## src/rtl/led_sweep_ctrl_pkg.sv

```systemverilog
// -----------------------------------------------------------------------------
// led_sweep_ctrl_pkg
// Shared constants and types for the LED sweep controller.
//   POS_OFF / POS_MIN / POS_MAX : position codes seen by the 6-LED decoder
//   sweep_state_t               : controller FSM states
//   sweep_dir_t                 : sweep direction used in bounce mode
//   pos_legal()                 : true for an active sweep position (4..9)
// -----------------------------------------------------------------------------
package led_sweep_ctrl_pkg;

    localparam logic [3:0] POS_OFF = 4'd0;
    localparam logic [3:0] POS_MIN = 4'd4;
    localparam logic [3:0] POS_MAX = 4'd9;

    typedef enum logic [1:0] {
        ST_IDLE = 2'd0,
        ST_RUN  = 2'd1,
        ST_HOLD = 2'd2
    } sweep_state_t;

    typedef enum logic {
        DIR_UP   = 1'b0,
        DIR_DOWN = 1'b1
    } sweep_dir_t;

    function automatic logic pos_legal(input logic [3:0] pos);
        return (pos >= POS_MIN) && (pos <= POS_MAX);
    endfunction

endpackage

```

## src/rtl/led_sweep_ctrl_if.sv

```systemverilog
// -----------------------------------------------------------------------------
// led_sweep_ctrl_if
// Control/status bundle of the LED sweep controller.
//   start, stop   : level requests to run / pause / clear
//   mode_bounce   : 0 = wrap sweep, 1 = bounce sweep
//   speed         : step-rate select (divisor = base >> speed, minimum 1)
//   count         : LED position code (0 or 4..9)
//   busy          : controller is running or paused
//   cycle_done    : one-cycle pulse at the end of each full sweep
// master drives the requests, slave (the controller) drives the status.
// -----------------------------------------------------------------------------
interface led_sweep_ctrl_if;

    logic       start;
    logic       stop;
    logic       mode_bounce;
    logic [1:0] speed;
    logic [3:0] count;
    logic       busy;
    logic       cycle_done;

    modport master (
        output start, stop, mode_bounce, speed,
        input  count, busy, cycle_done
    );

    modport slave (
        input  start, stop, mode_bounce, speed,
        output count, busy, cycle_done
    );

endinterface

```

## src/rtl/led_tick_div.sv

```systemverilog
// -----------------------------------------------------------------------------
// led_tick_div
// Step prescaler. Counts enabled cycles and flags a tick on the cycle where
// the count has reached divisor-1, returning to 0 on that edge.
//   clk, rst : clock, asynchronous active-high reset
//   en       : count this cycle (counter frozen when low)
//   clr      : synchronous clear to 0 (overrides en)
//   divisor  : cycles per tick, expected >= 1
//   tick     : high during the cycle whose edge performs a step
// -----------------------------------------------------------------------------
module led_tick_div #(
    parameter int PW = 32
) (
    input  logic          clk,
    input  logic          rst,
    input  logic          en,
    input  logic          clr,
    input  logic [PW-1:0] divisor,
    output logic          tick
);

    logic [PW-1:0] cnt;
    logic          at_limit;

    // Compare with >= so that a divisor lowered below the current count
    // still produces a tick on the very next edge instead of wrapping around.
    assign at_limit = (cnt >= (divisor - PW'(1)));
    assign tick     = en && at_limit;

    always_ff @(posedge clk or posedge rst) begin
        if (rst) begin
            cnt <= '0;
        end else if (clr) begin
            cnt <= '0;
        end else if (en) begin
            cnt <= at_limit ? '0 : cnt + PW'(1);
        end
    end

endmodule

```

## src/rtl/led_sweep_ctrl.sv

```systemverilog
// -----------------------------------------------------------------------------
// led_sweep_ctrl
// Sweeps an LED position code across 4..9 either as a wrapping ramp or as a
// bouncing back-and-forth pattern, with run / pause / clear control.
//   clk  : sole clock, rising edge
//   rst  : asynchronous active-high reset
//   bus  : led_sweep_ctrl_if.slave (start, stop, mode_bounce, speed in;
//          count, busy, cycle_done out, all registered)
// Parameters:
//   DIV_BASE : clk cycles per step at speed 0
//   PW       : prescaler width, must hold DIV_BASE-1
// -----------------------------------------------------------------------------
module led_sweep_ctrl #(
    parameter int DIV_BASE = 25000000,
    parameter int PW       = 32
) (
    input  logic              clk,
    input  logic              rst,
    led_sweep_ctrl_if.slave   bus
);

    import led_sweep_ctrl_pkg::*;

    sweep_state_t  state, state_next;
    sweep_dir_t    dir, dir_next;
    logic [3:0]    count_next;
    logic          done_next;
    logic          busy_next;
    logic          step_up;

    logic [PW-1:0] div_shift;
    logic [PW-1:0] divisor;
    logic          tick;
    logic          div_en;
    logic          div_clr;

    // Faster speeds shift the base divisor down; clamp at 1 so the top
    // speed settings degrade to one step per cycle rather than stalling.
    assign div_shift = PW'(DIV_BASE) >> bus.speed;
    assign divisor   = (div_shift == '0) ? PW'(1) : div_shift;

    // The prescaler only advances while actually running; a stop request in
    // RUN freezes it on the same edge. It is zeroed whenever we are, or are
    // about to be, idle.
    assign div_en  = (state == ST_RUN) && !bus.stop;
    assign div_clr = (state == ST_IDLE) || ((state == ST_HOLD) && bus.stop);

    led_tick_div #(
        .PW (PW)
    ) u_tick_div (
        .clk     (clk),
        .rst     (rst),
        .en      (div_en),
        .clr     (div_clr),
        .divisor (divisor),
        .tick    (tick)
    );

    // State register.
    always_ff @(posedge clk or posedge rst) begin
        if (rst) begin
            state <= ST_IDLE;
        end else begin
            state <= state_next;
        end
    end

    // Next state plus next position/direction/pulse. Stop always wins over
    // start. A position that is somehow outside 4..9 while active is pulled
    // back to 4 before any stepping is attempted.
    always_comb begin
        state_next = state;
        count_next = bus.count;
        dir_next   = dir;
        done_next  = 1'b0;
        step_up    = 1'b0;

        case (state)
            ST_IDLE: begin
                count_next = POS_OFF;
                dir_next   = DIR_UP;
                if (bus.start && !bus.stop) begin
                    state_next = ST_RUN;
                    count_next = POS_MIN;
                end
            end

            ST_RUN: begin
                if (bus.stop) begin
                    state_next = ST_HOLD;
                    if (!pos_legal(bus.count)) begin
                        count_next = POS_MIN;
                    end
                end else if (!pos_legal(bus.count)) begin
                    count_next = POS_MIN;
                end else if (tick) begin
                    if (bus.mode_bounce) begin
                        // Leaving wrap mode can leave dir stale; the ends of
                        // the range always force the only legal direction.
                        step_up = ((dir == DIR_UP) && (bus.count != POS_MAX)) ||
                                  (bus.count == POS_MIN);
                        if (step_up) begin
                            count_next = bus.count + 4'd1;
                            dir_next   = (count_next == POS_MAX) ? DIR_DOWN : DIR_UP;
                        end else begin
                            count_next = bus.count - 4'd1;
                            dir_next   = (count_next == POS_MIN) ? DIR_UP : DIR_DOWN;
                            done_next  = (count_next == POS_MIN);
                        end
                    end else begin
                        dir_next   = DIR_UP;
                        done_next  = (bus.count == POS_MAX);
                        count_next = (bus.count == POS_MAX) ? POS_MIN : bus.count + 4'd1;
                    end
                end
            end

            ST_HOLD: begin
                if (bus.stop) begin
                    state_next = ST_IDLE;
                    count_next = POS_OFF;
                    dir_next   = DIR_UP;
                end else begin
                    if (bus.start) begin
                        state_next = ST_RUN;
                    end
                    if (!pos_legal(bus.count)) begin
                        count_next = POS_MIN;
                    end
                end
            end

            default: begin
                state_next = ST_IDLE;
                count_next = POS_OFF;
                dir_next   = DIR_UP;
            end
        endcase

        busy_next = (state_next != ST_IDLE);
    end

    // Registered outputs and sweep direction.
    always_ff @(posedge clk or posedge rst) begin
        if (rst) begin
            bus.count      <= POS_OFF;
            bus.busy       <= 1'b0;
            bus.cycle_done <= 1'b0;
            dir            <= DIR_UP;
        end else begin
            bus.count      <= count_next;
            bus.busy       <= busy_next;
            bus.cycle_done <= done_next;
            dir            <= dir_next;
        end
    end

endmodule
```

## src/flat_wrapper.sv

```systemverilog
// flat-port wrapper written by rule: the top's interface ports become plain ports
module led_sweep_ctrl_flat import led_sweep_ctrl_pkg::*;
#(
    parameter int DIV_BASE = 25000000,
    parameter int PW       = 32
)
  (clk, rst, bus_start, bus_stop, bus_mode_bounce, bus_speed, bus_count, bus_busy, bus_cycle_done);
  led_sweep_ctrl_if bus_i ();
  input  logic clk;
  input  logic rst;
  input wire logic [$bits(bus_i.start)-1:0] bus_start;
  input wire logic [$bits(bus_i.stop)-1:0] bus_stop;
  input wire logic [$bits(bus_i.mode_bounce)-1:0] bus_mode_bounce;
  input wire logic [$bits(bus_i.speed)-1:0] bus_speed;
  output wire logic [$bits(bus_i.count)-1:0] bus_count;
  output wire logic [$bits(bus_i.busy)-1:0] bus_busy;
  output wire logic [$bits(bus_i.cycle_done)-1:0] bus_cycle_done;
  assign bus_i.start = bus_start;
  assign bus_i.stop = bus_stop;
  assign bus_i.mode_bounce = bus_mode_bounce;
  assign bus_i.speed = bus_speed;
  assign bus_count = bus_i.count;
  assign bus_busy = bus_i.busy;
  assign bus_cycle_done = bus_i.cycle_done;
  led_sweep_ctrl #(.DIV_BASE(DIV_BASE), .PW(PW)) u_core (.clk(clk), .rst(rst), .bus(bus_i));
endmodule
```

## config.mk

```make
export PLATFORM = sky130hd
export DESIGN_NAME = led_sweep_ctrl_flat
export DESIGN_NICKNAME = d
export VERILOG_FILES = /design/src/rtl/led_sweep_ctrl_pkg.sv /design/src/rtl/led_sweep_ctrl_if.sv /design/src/rtl/led_tick_div.sv /design/src/rtl/led_sweep_ctrl.sv /design/src/flat_wrapper.sv
export SDC_FILE = /design/constraint.sdc
export NUM_CORES = 1
export LEC_CHECK = 0
export ABC_AREA = 1
export CAP_MARGIN = 40
export CORE_MARGIN = 1
export CORE_UTILIZATION = 50
export DETAILED_ROUTE_END_ITERATION = 10
export GPL_TIMING_DRIVEN = 0
export PLACE_DENSITY = 0.67
export RECOVER_POWER = 25
export SYNTH_ARGS = -nofsm -noshare
export SYNTH_HDL_FRONTEND = slang
export SYNTH_SLANG_ARGS = --single-unit
```

## constraint.sdc

```tcl
create_clock -name clk -period 2.4 [get_ports clk]
set_input_delay 0.48 -clock clk [delete_from_list [all_inputs] [get_ports clk]]
set_output_delay 0.48 -clock clk [all_outputs]
set_load 0.02 [all_outputs]
```

==> impl_metrics.tcl <==
set metrics [dict create \
    ys_seq_area_share_pct 28.62 \
    hold_buffers 0 \
    grt_pass1_wl_mm 14.26 \
    multi_input_area_um2 2341 \
    yosysWarnings 0 \
    wl_mm 8.447 \
    first_global_vias 3065 \
    finalSetupViolations 0 \
    ys_ff_latch 41 \
    synth_cell_types 34 \
    async_flop_share_pct 100.0 \
    fin_crit_sh_pct 93.94 \
    synth.area.top_cells "dfrtp_1, nand2_1, ha_1, inv_1, nor2_1" \
    final_nets 580 \
    drc 0 \
    yosysMostFrequentCell "nand2_1" \
    dpl-instance-area_um2 3861 \
    slew_headroom_pct 54.54 \
    cp-start-kind "input port" \
    drt_first_pass_iters 4 \
    clkSlewWorstSetupHoldPaths_ps 80 \
    maxCapViolCount 0 \
    routabilityCongestion 0.9145 \
    p_leak_nw 1.914 \
    grt_remaining_overflow 0 \
    h-tree-depth 2 \
    synth_top_area_share_pct 28.62 \
    final_hold_viol_count 0 \
    crit_arrival_ps 2450 \
    hold_class "flip-flop to flip-flop" \
    syn-cell-area_um2 3585 \
    design_area_um2 4008 \
    wl_per_cell_um 13.22 \
    crit_top_cell "nand2_1" \
    synthCells 509 \
    p_per_area_nw_per_um2 373.4 \
    ir_drop_v 0.0003892 \
    status "completed" \
    grt_start_max_net_pins 26 \
    diodes 0 \
    drtAntennaViolNets 0 \
    rsz0062_at_grt "true" \
    clock_latency_ps 300 \
    fin_worst_skew_ps 8.632 \
    root_buffer "clkbuf_8" \
    gr-usage-all-layers_pct 24.36 \
    drt-vias-per-instance 5.072 \
    seq_area_um2 1026 \
    crit_slowest_cell "ha_1" \
    post_synth.cell_area_avg_um2 7.043 \
    die_w_um 86.67 \
    worstMarginPinSlew_ps 681.1 \
    portBuffers 11 \
    yosys.area.top_type "dfrtp_1" \
    worst-setup-path-type "input port to flip-flop" \
    worstPathCellList "buf_2, inv_2, nand2_4, ha_1, ha_1, nand2_1, nor2_1, o21ai_0, nand2_1, nand2_1, nand2_2, nand2_4, nand2_8, inv_6, nand2_8, buf_12, o21ai_2" \
    numCtsBuffers 5 \
    start_util_pct 52.19 \
    post-route-util_pct 58.34 \
    cts_tree "yes" \
    vias 3241 \
    synth_ff_type "dfrtp_1" \
    grt_antenna_before_repair 0 \
    place_hpwl_mm 6.606 \
    slew_viol_final 0 \
    clock_sinks 41 \
    fp-row-count 30 \
    crit_fanout 10 \
    ios 13 \
    fillers 702 \
    die_y_um 86.67 \
    first_iter_violations 231 \
    synth_common_cells "nand2_1, inv_1, nor2_1, dfrtp_1, ha_1" \
    period_minus_slack_ps 2255 \
    endpoint_kind "flip-flop" \
    area_growth_pct 11.80 \
    core_region_area_um2 6869 \
    cpPeakStageDelay_ps 310 \
    cts_buffer_depth 2 \
    fmax_mhz 443.5 \
    cp.required_ps 2590 \
    drive_gt1_share_pct 12.89 \
    die_area_um2 7512 \
    synth-edff-count 0 \
]
## cell usage in the layout (no fill, tap or decap), types with 2 or more instances in the layout
| cell | instances |
|---|---|
| inv_2 | 3 |
| o21ai_0 | 22 |
| a21oi_1 | 13 |
| nor3_2 | 2 |
| buf_4 | 9 |
| ha_1 | 31 |
| nand2_2 | 6 |
| o21ai_1 | 4 |
| clkdlybuf4s50_1 | 9 |
| xnor2_1 | 7 |
| nand4_1 | 13 |
| nor2_1 | 44 |
| nor2_4 | 8 |
| xor2_1 | 19 |
| nor3_1 | 12 |
| dfrtp_1 | 41 |
| o21ai_2 | 11 |
| and2_1 | 2 |
| nand3_2 | 3 |
| clkinv_2 | 2 |
| nor4_1 | 4 |
| conb_1 | 9 |
| nand2_1 | 155 |
| nand3_1 | 28 |
| nand2_4 | 3 |
| nand2_8 | 2 |
| clkbuf_8 | 5 |
| nor2_2 | 7 |
| inv_1 | 56 |
| buf_2 | 3 |
## routing by layer
metal,up-vias,track usage [%],wire length [um]
met5,-,0,0
met3,7,3.714,309
met2,46,41.77,3922
met4,0,5.000,95
li1,1697,-,-
met1,1491,32.60,4119
## layout make-up
type                       instances  area share [%]
buffer                             6           1.311
clock buffer                       6           1.811
clock inverter                     2          0.2498
inverter                          60           5.745
multi-input combinational        410           58.41
sequential                        41           25.60
tap                               96           2.997
timing repair buffer              18           3.871
## flip-flops by register name, indices dropped and copies added (netlist names)
name and count:
u_core.bus.busy 1, u_core.bus.count 4, u_core.bus.cycle_done 1, u_core.dir 1, u_core.state 2, u_core.u_tick_div.cnt 32
## where the power goes
group	switching [mW]	internal [mW]	total, mW
combinational	0.197	0.113	0.310
clock	0.247	0.202	0.449
sequential	0.0234	0.714	0.737
total	0.468	1.03	1.50
## what timing repair did
item,in CTS,in global routing
resized for setup,7,5
setup endpoints to repair,38,29
gates cloned,0,1
pin swaps,0,3
buffers inserted,1,5
## logic make-up after synthesis
family          Yosys count  share of synthesized area [%]
compound gates           54                          9.040
xor+xnor                 26                          6.353
fa+ha+maj                31                          10.82
buf+inv                  66                          7.888
flops                    41                          28.62
other cells               2                         0.2095
simple gates            289                          37.07
## stage by stage
step	hold slack [ps]	power, mW	instances	setup TNS, ps	setup WS, ps
after floorplan	494.0	0.9637	516	0	180.4
after global placement	515.2	1.047	623	-20620	-650.8
after detailed placement	518.4	1.056	624	-24050	-725.6
after CTS	498.1	1.509	633	0	35.10
after global routing	576.8	1.580	639	-11.77	-5.132
final	542.4	1.496	639	0	145.4
## worst max-delay path, delay by kind of cell
kind	cells	cell delay, ps
AND/OR/NAND/NOR	9	780
adder cells (fa/ha/maj)	2	590
AO/OA/AOI/OAI	2	140
buffers and inverters	4	450
## path summary, 6_finish.rpt
path,from,endpoint,cells past startpoint,slack (ps)
worst max-delay path,bus_speed[0],u_core.u_tick_div.cnt[4],17,150
worst min-delay path,u_core.u_tick_div.cnt[1],u_core.u_tick_div.cnt[1],2,540
worst max register to register,u_core.u_tick_div.cnt[29],u_core.u_tick_div.cnt[4],11,260
worst min register to register,u_core.u_tick_div.cnt[1],u_core.u_tick_div.cnt[1],2,540
max in group asynchronous,rst,u_core.u_tick_div.cnt[21],3,620
min in group asynchronous,rst,u_core.u_tick_div.cnt[0],2,720
(Power assumes the default switching activity.)
